$ cat config.mk
export PLATFORM = sky130hd
export DESIGN_NAME = mod_counter
export DESIGN_NICKNAME = d
export VERILOG_FILES = /design/src/rtl/mod_counter_pkg.sv /design/src/rtl/mod_counter_prescaler.sv /design/src/rtl/mod_counter.sv
export SDC_FILE = /design/constraint.sdc
export NUM_CORES = 1
export LEC_CHECK = 0
export CAP_MARGIN = 0
export CORE_MARGIN = 4
export CORE_UTILIZATION = 45
export CTS_CLUSTER_DIAMETER = 60
export CTS_CLUSTER_SIZE = 40
export DETAILED_ROUTE_END_ITERATION = 8
export GPL_ROUTABILITY_DRIVEN = 0
export MAX_ROUTING_LAYER = met4
export PLACE_DENSITY = 0.81
export RECOVER_POWER = 50
export SYNTH_ARGS = -nofsm -noshare
export SYNTH_HDL_FRONTEND = slang
export SYNTH_SLANG_ARGS = --single-unit
$ cat constraint.sdc
create_clock -name clock -period 4.9 [get_ports clock]
set_input_delay 0.98 -clock clock [delete_from_list [all_inputs] [get_ports clock]]
set_output_delay 0.98 -clock clock [all_outputs]
set_load 0.01 [all_outputs]
$ cat src/rtl/mod_counter_pkg.sv
// Shared constants and helpers for the mod_counter timer/event-count primitive.
package mod_counter_pkg;

  localparam logic DIR_DOWN  = 1'b0;
  localparam logic DIR_UP    = 1'b1;
  localparam logic MODE_WRAP = 1'b0;
  localparam logic MODE_SAT  = 1'b1;

  // Prescaler counter width; a single-cycle prescaler still keeps a 1-bit register.
  function automatic int calc_pw(input int prescale);
    int w;
    w = $clog2(prescale);
    return (w < 1) ? 1 : w;
  endfunction

endpackage

$ cat src/rtl/mod_counter_prescaler.sv
// Enabled-cycle divider: tick is high on the enabled cycle that completes a PRESCALE period.
module mod_counter_prescaler
  import mod_counter_pkg::*;
#(
  parameter int PRESCALE = 1,
  parameter int PW       = calc_pw(PRESCALE)
) (
  input  logic clock,
  input  logic reset,
  input  logic en,
  input  logic restart,
  output logic tick
);

  localparam logic [PW-1:0] LAST = PW'(PRESCALE - 1);

  logic [PW-1:0] count_q;
  logic [PW-1:0] count_d;

  // With PRESCALE=1, LAST is 0 and count_q never leaves 0, so tick reduces to en.
  assign tick = en && (count_q == LAST);

  always_comb begin
    count_d = count_q;
    if (restart) begin
      count_d = '0;
    end else if (en) begin
      count_d = (count_q == LAST) ? '0 : count_q + PW'(1);
    end
  end

  always_ff @(posedge clock or posedge reset) begin
    if (reset) begin
      count_q <= '0;
    end else begin
      count_q <= count_d;
    end
  end

endmodule

$ cat src/rtl/mod_counter.sv
// Parametrised up/down modulus counter with prescaler, load, clear, wrap/saturate,
// terminal-count pulse and sticky overflow.
module mod_counter
  import mod_counter_pkg::*;
#(
  parameter int     WIDTH    = 8,
  parameter longint MODULUS  = 256,
  parameter int     PRESCALE = 1
) (
  input  logic             clock,
  input  logic             reset,
  input  logic             en,
  input  logic             clear,
  input  logic             load,
  input  logic [WIDTH-1:0] load_value,
  input  logic             up_dn,
  input  logic             sat_mode,
  output logic [WIDTH-1:0] value,
  output logic             tc,
  output logic             ovf,
  output logic             zero
);

  localparam int PW = calc_pw(PRESCALE);
  localparam logic [WIDTH:0] MAXV = (WIDTH+1)'(MODULUS - 1);

  if (MODULUS > (longint'(1) << WIDTH) || MODULUS < 2 || PRESCALE < 1) begin : g_bad_params
    $error("mod_counter: illegal MODULUS/PRESCALE for WIDTH");
  end

  logic [WIDTH-1:0] value_q, value_d;
  logic             tc_q, tc_d;
  logic             ovf_q, ovf_d;
  logic             tick;
  logic [WIDTH:0]   cur_ext, ld_ext, next_ext;

  mod_counter_prescaler #(
    .PRESCALE(PRESCALE),
    .PW      (PW)
  ) u_prescaler (
    .clock  (clock),
    .reset  (reset),
    .en     (en),
    .restart(clear | load),
    .tick   (tick)
  );

  assign cur_ext = {1'b0, value_q};
  assign ld_ext  = {1'b0, load_value};

  always_comb begin
    next_ext = cur_ext;
    tc_d     = 1'b0;
    ovf_d    = ovf_q;
    if (clear) begin
      next_ext = '0;
      ovf_d    = 1'b0;
    end else if (load) begin
      next_ext = (ld_ext > MAXV) ? MAXV : ld_ext;
    end else if (tick) begin
      if (up_dn == DIR_UP) begin
        if (cur_ext == MAXV) begin
          tc_d  = 1'b1;
          ovf_d = 1'b1;
          if (sat_mode == MODE_WRAP) next_ext = '0;
        end else begin
          next_ext = cur_ext + (WIDTH+1)'(1);
        end
      end else begin
        // Bound in the down direction is zero; saturating holds it there.
        if (cur_ext == '0) begin
          tc_d  = 1'b1;
          ovf_d = 1'b1;
          if (sat_mode == MODE_WRAP) next_ext = MAXV;
        end else begin
          next_ext = cur_ext - (WIDTH+1)'(1);
        end
      end
    end
    value_d = next_ext[WIDTH-1:0];
  end

  always_ff @(posedge clock or posedge reset) begin
    if (reset) begin
      value_q <= '0;
      tc_q    <= 1'b0;
      ovf_q   <= 1'b0;
    end else begin
      value_q <= value_d;
      tc_q    <= tc_d;
      ovf_q   <= ovf_d;
    end
  end

  assign value = value_q;
  assign tc    = tc_q;
  assign ovf   = ovf_q;
  assign zero  = (value_q == '0);

endmodule

* Word-level counts from Yosys, hierarchy flattened *
Index checks and enable logic that the tools add are counted.

word-level totals
  output and inout port bits = 11
  register bits after elaboration = 11
  bits of input ports = 15
  word-level logic and storage cells = 48

operators by class
  $add $sub $neg = 3
  $lt $le $gt $ge = 1
  bitwise gates (word level) = 2
  mux-type cells = 24
  reduce and logical (&&, ||, !) cells = 9
  equality and inequality tests = 5

operator list
  operator               count
  $mux W8                9
  $mux W1                15
  $ne A5 B5 Y1 const B   2
  $logic_not A9 Y1       1
  $add A8 B1 Y8 const B  1
  $eq A8 B8 Y1 const B   1
  $gt A8 B8 Y1 const B   1
  $logic_not A8 Y1       1
  $sub A8 B1 Y8 const B  1
  $reduce_bool A3 Y1     2
  $reduce_and A4 Y1      1
  $reduce_bool A2 Y1     2
  $ne A3 B2 Y1 const B   1
  $reduce_and A3 Y1      1
  $ne A2 B2 Y1 const B   1
  $add A1 B1 Y1 const B  1
  $logic_and A1 B1 Y1    1
  $not A1 Y1             1
  $or A1 B1 Y1           1

* Depth between registers and ports, before layout *
Gate-level depths: netlist (run 1).

  depth after elaboration = 6
  mapped depth = 7
  mapped depth without buffers = 7

* Hierarchy *
From an unflattened synthesis (run 1), not the netlist that was laid out.

second synthesis, totals
  cell total of the unflattened synthesis = 132
  area, all modules = 1103.6 µm²

by module, submodules not included
  module                 sequential area each (µm²)  cells each  area each (µm²)  times used
  mod_counter            250.2                       131         1096.1           1
  mod_counter_prescaler  0.0                         1           7.5              1

* Worst setup path before layout (run 1) *
Ideal clock, no wire load.

  path kind = register -> output
  start = register value_q[0] (netlist: value[0])
  end = output port zero
  arrival time = 1.386 ns
  path slack = 2.534 ns
  required time = 3.920 ns
  buffers on the path = 0
  cell stages (with the launch flop) = 5
  cell sequence = dfrtp_1 inv_1 ha_1 nor4b_4 nor4b_4

between the ends
  longest elaborated chain between the ends = 1

RTL lines
  what                      line               RTL
  start: declaration        mod_counter.sv:31  logic [WIDTH-1:0] value_q, value_d;
  start signal: assignment  mod_counter.sv:89  value_q <= value_d;
  $logic_not A8 Y1          mod_counter.sv:98  assign zero = (value_q == '0);
  end: declaration          mod_counter.sv:21  output logic zero

Every way passes these cells.

* Worst setup path after layout (run 1) *
Ends and elaborated chain as after synthesis.

==> results.py, run 1 <==
metrics = {
    "power": {
        "p_comb_share_pct": 38.8,
        "peakVddDrop_mv": 0.180,
        "power_w": 0.000318,
        "clockPowerShare_pct": 24.6,
        "intPower_w": 0.000202,
        "power_frac_seq_pct": 36.6,
        "power_density_nw_per_um2": 250,
        "switching_power_w": 0.000115,
        "leakage_nw": 0.517,
        "swShare_pct": 36.3,
    },
    "synth": {
        "synth_cell_types": 52,
        "synth_compound_area_share_pct": 27.3,
        "synthAdderAreaFrac_pct": 3.73,
        "ys_ff_latch": 10,
        "syn_nets": 126,
        "synthCells": 108,
        "yosysTopAreaCellShare_pct": 24.8,
        "synthSimpleGateAreaFrac_pct": 26.0,
        "synthMuxAreaShare_pct": 7.58,
        "ys_async_sr_fraction_pct": 100,
        "yosysTopAreaCell": "dfrtp_1",
        "yosysWarnings": 0,
        "yosys-top-cells-count": "10 x dfrtp_1, 9 x nand2_1, 8 x a21oi_1, 8 x inv_1, 8 x nor2_1",
        "synth_edf_count": 0,
        "syn_area_um2": 1010,
        "synth-seq-area-share_pct": 24.8,
        "ys.flop_type": "dfrtp_1",
        "avgSynthCellArea_um2": 9.33,
        "synth_area_leaders": "dfrtp_1 25%, nor4b_4 4.7%, mux2_1 4.5%",
        "synth.most_common_cell": "dfrtp_1",
        "synth_top_family_by_area": "compound AO/OA/AOI/OAI gates",
        "synth-xor-area-share_pct": 1.74,
    },
    "detailed_routing": {
        "wl_mm": 2.47,
        "ant_nets": 0,
        "drt-wirelength-per-cell_um": 15.7,
        "drt-initial-drc-count": 37,
        "route.detailed.drc": 0,
        "vias": 946,
        "drt_first_pass_iters": 4,
        "vias_per_cell": 6.03,
    },
    "global_routing": {
        "antenna_found_initial": 0,
        "grt_pass1_wl_mm": 4.20,
        "grt_pass1_vias": 914,
        "grt_use_total_pct": 17.9,
        "grt_max_degree": 13,
        "overflow": 0,
    },
    "worst_setup_path": {
        "critPathSlowestCell": "clkdlybuf4s50_1",
        "crit_type": "flip-flop to primary output",
        "worst_path_most_repeated_cell": "nor4b_4",
        "worst_setup_path_start_kind": "flip-flop",
        "slowest_delay_ns": 0.58,
        "end_kind": "primary output",
        "path_buf_inv": 2,
        "cp.required_ns": 3.92,
        "cp_top_family": "simple AND/OR/NAND/NOR gates",
        "arrival_ns": 2.36,
        "crit_fanout": 8,
        "worstPathCellList": "inv_1, ha_1, nor4b_4, nor4b_4, clkdlybuf4s50_1",
    },
    "sta": {
        "slew_violations": 0,
        "final_hold_viol_count": 0,
        "finClkSkew_ns": 0.00111,
        "tns_ns": 0,
        "fin_crit_ns": 3.34,
        "max_slew_margin_pct": 59.5,
        "fmax_mhz": 300,
        "rsz0062_at_grt": "false",
        "finalCritPeriodShare_pct": 68.1,
        "setup_viol": 0,
        "fin_ws_ns": 1.56,
        "worst_slew_pin_slew_ns": 0.603,
    },
    "floorplanning": {
        "die_area_um2": 3060,
        "die_w_um": 55.3,
        "coreArea_um2": 2040,
        "start_util_pct": 49.3,
        "io_pins": 26,
        "die_h_um": 55.3,
        "rows": 16,
    },
    "placed_design": {
        "place_area_um2": 1230,
        "hpwl_mm": 1.86,
        "io_buffers": 25,
        "dp_slack_ns": 1.87,
    },
    "clocking": {
        "clk_pin_slew_worst_paths_ns": 0.07,
        "cts_buffers": 3,
        "holdBufCountCts": 0,
        "cts.sinks": 10,
        "ctsHtreeMaxLevel": 1,
        "cts_setup_buffers": 0,
        "cts_tree": "yes",
        "root_buffer": "clkbuf_4",
        "clockBufferDepth": 2,
        "cts_resized": 0,
        "clk_latency_ns": 0.27,
    },
    "layout": {
        "nets": 149,
        "syn_to_final_growth_pct": 26.0,
        "finish.utilization_pct": 62.1,
        "layout-drive-gt1-share_pct": 16.2,
        "antennaDiodeCount": 0,
        "fin_area_um2": 1270,
    },
    "run": {
        "maxCapViolCount": 0,
    },
    "status": {
        "status": "completed",
    },
    "hold_path": {
        "hp-class": "flip-flop to flip-flop",
    },
}
## state kept, by name, summed over array words and instances (netlist names)
register / count
value: 8
ovf: 1
tc: 1
## layer usage
metal	share of wire, %	global-route usage [%]
met4	2.6	9.03
met5	0	-
met1	44	22.7
met2	44	25.0
met3	9.6	6.06
## power groups by stage
stage | Combinational [W] | Sequential (W) | Clock [W]
2_1_floorplan | 0.0000967 | 0.000106 | 0
3_3_place_gp | 0.000122 | 0.000118 | 0
3_5_place_dp | 0.000123 | 0.000118 | 0
4_1_cts | 0.000125 | 0.000116 | 0.0000803
5_1_grt | 0.000134 | 0.000119 | 0.0000852
6_report | 0.000123 | 0.000116 | 0.0000781
## placed cells by master, fill, tap and decap left out, types with 2 or more instances in the layout
cell type	synthesis	layout
nand2_1	9	9
inv_1	8	8
o21ai_0	3	3
dfrtp_1	10	10
clkdlybuf4s50_1	0	19
a21oi_1	8	8
dlygate4sd3_1	0	6
nor2_1	8	8
a311oi_1	2	2
o21a_1	3	3
ha_1	3	3
nor3_1	4	4
nor4b_4	2	2
clkbuf_4	0	3
o31ai_1	2	2
mux2i_1	2	2
mux2_1	4	4
## worst register-to-register path, delay by kind of cell (launching register included)
kind	cells	cell delay (ns)
AO/OA/AOI/OAI	2	0.35
adder cells (fa/ha/maj)	1	0.18
buffers and inverters	1	0.13
flip-flops	1	0.47
multiplexers	1	0.36
AND/OR/NAND/NOR	2	0.57
## cells by family (layout without fill, tap and decap cells)
kind of cell | Yosys count | in the layout
AOI/OAI and AO/OA | 33 | 33
xor gates and xnor gates | 2 | 2
adders and majority gates | 3 | 3
buffers and inverters | 15 | 37
DFF | 10 | 10
muxes | 7 | 7
and+or+nand+nor | 38 | 38
## worst paths after layout
path / from / cells after the start / end / slack (ns)
max reg2reg: value[0] / 7 / value[4] / 2.72
min in group asynchronous: reset / 2 / value[6] / 1.12
max: value[0] / 5 / zero / 1.56
min reg2reg: ovf / 2 / ovf / 0.51
max in group asynchronous: reset / 2 / value[2] / 3.50
min: ovf / 2 / ovf / 0.51
## cell type report
cell class                      instances  area [um^2]
Clock buffer                            4         36.3
Multi-Input combinational cell         83          668
Timing Repair Buffer                   25          250
Inverter                                8         30.0
Tap cell                               27         33.8
Fill cell                             182          773
Sequential cell                        10          250
## stage by stage
step | hold slack (ns) | std cells
2_1_floorplan | 0.529 | 108
3_3_place_gp | 0.497 | 153
3_5_place_dp | 0.512 | 153
4_1_cts | 0.533 | 157
5_1_grt | 0.599 | 157
6_report | 0.513 | 157
Note: power is estimated with default switching activity, not from simulation.
==> run 2: changes to the inputs <==
==> constraint.sdc (replaced) <==
create_clock -name clock -period 3.4 [get_ports clock]
set_input_delay 0.68 -clock clock [delete_from_list [all_inputs] [get_ports clock]]
set_output_delay 0.68 -clock clock [all_outputs]
set_load 0.01 [all_outputs]
==> results.py, run 2 (synthesized netlist as in run 1, its figures left out) <==
metrics = {
    "clocking": {
        "cts.sinks": 10,
        "cts_setup_buffers": 0,
        "clk_latency_ns": 0.28,
        "root_buffer": "clkbuf_4",
        "cts_tree": "yes",
        "cts_resized": 0,
        "holdBufCountCts": 0,
        "clockBufferDepth": 2,
        "clk_pin_slew_worst_paths_ns": 0.07,
        "cts_buffers": 3,
        "ctsHtreeMaxLevel": 1,
    },
    "layout": {
        "register_area_um2": 250,
        "multiInputGateArea_um2": 668,
        "antennaDiodeCount": 0,
        "syn_to_final_growth_pct": 26.0,
        "final_cell_mix": "19 x clkdlybuf4s50_1, 10 x dfrtp_1, 9 x nand2_1",
        "final_common_cell": "clkdlybuf4s50_1",
        "filler_cell_count": 184,
        "finish.utilization_pct": 62.1,
        "nets": 149,
        "layout-drive-gt1-share_pct": 16.2,
        "largest_reg_flops": 8,
    },
    "sta": {
        "finClkSkew_ns": 0.00558,
        "worst_slew_pin_slew_ns": 0.625,
        "hold_ws_ns": 0.520,
        "slew_violations": 0,
        "fin_crit_ns": 3.04,
        "fmax_mhz": 329,
        "tns_ns": 0,
        "finalCritPeriodShare_pct": 89.3,
        "max_slew_margin_pct": 58.0,
        "final_hold_viol_count": 0,
        "rsz0062_at_grt": "false",
        "setup_viol": 0,
    },
    "floorplanning": {
        "die_area_um2": 3060,
        "die_w_um": 55.3,
        "io_pins": 26,
        "start_util_pct": 49.3,
        "coreArea_um2": 2040,
        "die_h_um": 55.3,
        "rows": 16,
    },
    "worst_setup_path": {
        "worst_setup_path_start_kind": "flip-flop",
        "r2r_setup_slack_ns": 1.23,
        "critPathSlowestCell": "clkdlybuf4s50_1",
        "worst_path_most_repeated_cell": "nor4b_4",
        "crit_fanout": 8,
        "path_buf_inv": 2,
        "slowest_delay_ns": 0.58,
        "reg2reg_from": "value[0]",
        "cp_top_family": "simple AND/OR/NAND/NOR gates",
        "worstRegToRegCells": 7,
        "crit_type": "flip-flop to primary output",
        "worstPathCellList": "inv_1, ha_1, nor4b_4, nor4b_4, clkdlybuf4s50_1",
        "timing.rr.end": "value[4]",
        "arrival_ns": 2.36,
        "cp.required_ns": 2.72,
        "end_kind": "primary output",
    },
    "power": {
        "peakVddDrop_mv": 0.371,
        "leakage_nw": 0.517,
        "power_density_nw_per_um2": 360,
    },
    "detailed_routing": {
        "route.detailed.drc": 0,
        "drt-wirelength-per-cell_um": 15.6,
        "vias": 914,
        "wl_mm": 2.45,
        "drt_first_pass_iters": 4,
        "drt-initial-drc-count": 20,
        "vias_per_cell": 5.82,
        "ant_nets": 0,
    },
    "global_routing": {
        "grt_use_total_pct": 16.6,
        "grt_pass1_wl_mm": 4.02,
        "overflow": 0,
        "grt_pass1_vias": 890,
        "antenna_found_initial": 0,
        "grt_max_degree": 13,
    },
    "hold_path": {
        "hold_start": "ovf",
        "min_to": "ovf",
        "min_path_cells": 2,
        "hp-class": "flip-flop to flip-flop",
    },
    "status": {
        "status": "completed",
    },
    "placed_design": {
        "hpwl_mm": 1.87,
        "io_buffers": 25,
    },
    "run": {
        "maxCapViolCount": 0,
    },
}
## run 2: cell counts in the layout (fill, tap and decap cells not counted)
Identical to the previous run, type by type.
## run 2: cell type report
cell class / instances / area share, %
inverter: 8 / 2.37
sequential: 10 / 19.7
timing repair buffer: 25 / 19.7
tap: 27 / 2.66
multi-input combinational: 83 / 52.7
clock buffer: 4 / 2.86
## run 2: worst reg2reg max path: stages, from the launching register on
cell and delay (ns):
dfrtp_1 0.47, inv_1 0.13, ha_1 0.19, nor4b_4 0.41, nand2_2 0.15, o31ai_4 0.13
a31oi_4 0.21, mux2_1 0.36
## run 2: power by group
part / total, W / internal [W] / switching, W
combinational: 0.000178 / 0.0000962 / 0.0000823
sequential: 0.000167 / 0.000130 / 0.0000371
clock: 0.000110 / 0.0000652 / 0.0000451
## run 2: how the worst max path moves through the flow
stage                  start  endpoint  slack (ns)  cells past startpoint
floorplan           value[0]      zero        1.33                      4
global placement    value[0]      zero        0.71                      5
detailed placement     up_dn  value[4]        0.68                      6
CTS                 value[0]      zero        0.39                      5
global route        value[0]      zero        0.27                      5
finish              value[0]      zero        0.36                      5
## run 2: metrics by stage
step	setup slack (ns)	instances	cell area [um^2]	power (W)
after detailed placement	0.682	153	1230	0.000348
after CTS	0.387	157	1270	0.000460
after global placement	0.712	153	1230	0.000345
after floorplan	1.33	108	1010	0.000293
after global routing	0.270	157	1270	0.000482
final	0.363	157	1270	0.000456
## run 2: per-layer routing
metal	share of wire (%)	up-vias	global-route usage [%]
met1	45	426	21.9
met5	0	-	-
met2	45	34	23.8
met3	7.6	7	3.96
li1	-	447	-
met4	2.2	0	7.29
==> run 3: changes to the inputs <==
--- a/config.mk
+++ b/config.mk
@@ -6,6 +6,7 @@
 export NUM_CORES = 1
 export LEC_CHECK = 0
 export CAP_MARGIN = 0
+export CORE_ASPECT_RATIO = 1.2
 export CORE_MARGIN = 4
 export CORE_UTILIZATION = 45
 export CTS_CLUSTER_DIAMETER = 60
@@ -15,6 +16,7 @@
 export MAX_ROUTING_LAYER = met4
 export PLACE_DENSITY = 0.81
 export RECOVER_POWER = 50
+export REMOVE_ABC_BUFFERS = 1
 export SYNTH_ARGS = -nofsm -noshare
 export SYNTH_HDL_FRONTEND = slang
 export SYNTH_SLANG_ARGS = --single-unit
==> results.py, run 3 (synthesized netlist as in run 1, its figures left out) <==
metrics = {
    "sta": {
        "finalCritPeriodShare_pct": 89.3,
        "rsz0062_at_grt": "false",
        "max_slew_margin_pct": 58.8,
        "fmax_mhz": 329,
        "hold_ws_ns": 0.502,
        "tns_ns": 0,
        "finClkSkew_ns": 0.000516,
        "slew_violations": 0,
        "setup_viol": 0,
        "worst_slew_pin_slew_ns": 0.614,
        "final_hold_viol_count": 0,
        "fin_crit_ns": 3.04,
    },
    "global_routing": {
        "overflow": 0,
        "grt_pass1_vias": 951,
        "antenna_found_initial": 0,
        "grt_max_degree": 13,
        "grt_use_total_pct": 19.0,
        "grt_pass1_wl_mm": 4.24,
    },
    "placed_design": {
        "io_buffers": 25,
        "hpwl_mm": 1.87,
    },
    "hold_path": {
        "hp-class": "flip-flop to flip-flop",
        "min_to": "ovf",
        "min_path_cells": 2,
        "hold_start": "ovf",
    },
    "detailed_routing": {
        "drt-initial-drc-count": 31,
        "ant_nets": 0,
        "drt_first_pass_iters": 4,
        "route.detailed.drc": 0,
        "wl_mm": 2.47,
        "vias": 956,
        "vias_per_cell": 5.98,
        "drt-wirelength-per-cell_um": 15.5,
    },
    "clocking": {
        "root_buffer": "clkbuf_4",
        "cts_buffers": 3,
        "clk_pin_slew_worst_paths_ns": 0.07,
        "cts_setup_buffers": 0,
        "cts_tree": "yes",
        "clockBufferDepth": 2,
        "cts_resized": 0,
        "clk_latency_ns": 0.27,
        "cts.sinks": 10,
        "holdBufCountCts": 0,
        "ctsHtreeMaxLevel": 1,
    },
    "layout": {
        "final_cell_mix": "19 x clkdlybuf4s50_1, 10 x dfrtp_1, 9 x nand2_1",
        "antennaDiodeCount": 0,
        "finish.utilization_pct": 60.8,
        "largest_reg_flops": 8,
        "final_common_cell": "clkdlybuf4s50_1",
        "layout-drive-gt1-share_pct": 16.2,
        "register_area_um2": 250,
        "syn_to_final_growth_pct": 26.3,
        "filler_cell_count": 182,
        "multiInputGateArea_um2": 668,
        "nets": 149,
    },
    "floorplanning": {
        "start_util_pct": 48.1,
        "die_h_um": 59.8,
        "die_w_um": 51.2,
        "coreArea_um2": 2090,
        "io_pins": 26,
        "rows": 18,
        "die_area_um2": 3060,
    },
    "worst_setup_path": {
        "worstRegToRegCells": 7,
        "crit_fanout": 8,
        "end_kind": "primary output",
        "cp.required_ns": 2.72,
        "worst_setup_path_start_kind": "flip-flop",
        "startpoint": "value[0]",
        "reg2reg_from": "value[0]",
        "timing.rr.end": "value[4]",
        "crit_type": "flip-flop to primary output",
        "r2r_setup_slack_ns": 1.20,
        "arrival_ns": 2.36,
    },
    "power": {
        "leakage_nw": 0.517,
        "power_w": 0.000459,
        "power_density_nw_per_um2": 361,
        "peakVddDrop_mv": 0.171,
    },
    "status": {
        "status": "completed",
    },
    "run": {
        "maxCapViolCount": 0,
    },
}
==> run 3: cell counts in the layout (fill, tap and decap cells not counted) <==
Identical to the previous run, type by type.
==> run 3: layer usage <==
layer,routed length (um),global-route usage [%],up-vias
li1,-,-,451
met1,986,21.8,453
met2,1190,31.9,45
met3,221,1.50,7
met4,76,11.9,0
met5,0,-,-
==> run 3: worst max-delay path, stage by stage, from the launching register on <==
cell and delay [ns]:
dfrtp_1 0.48, inv_1 0.14, ha_1 0.19, nor4b_4 0.39
nor4b_4 0.30, clkdlybuf4s50_1 0.58
==> run 3: metrics by stage <==
stage	worst slack [ns]	std cells	cell area, um^2
2_1_floorplan	1.33	101	948
3_3_place_gp	0.689	156	1240
3_5_place_dp	0.654	156	1240
4_1_cts	0.348	160	1270
5_1_grt	0.158	160	1270
6_report	0.363	160	1270
==> run 3: area by class of cell <==
cell class                 instances  share of cell area, %
tap                               30                   2.95
inverter                           8                   2.36
timing repair buffer              25                   19.7
clock buffer                       4                   2.85
sequential                        10                   19.7
multi-input combinational         83                   52.5
==> run 3: how the worst max path moves through the flow <==
stage	end	slack, ns	depth (start not counted)
5_1_grt	zero	0.16	5
3_5_place_dp	zero	0.65	5
3_3_place_gp	zero	0.69	5
4_1_cts	zero	0.35	5
6_report	zero	0.36	5
2_1_floorplan	zero	1.33	4
==> run 3: where the power goes <==
group	internal, W	switching (W)
Clock	0.0000652	0.0000456
Sequential	0.000130	0.0000383
Combinational	0.0000963	0.0000832
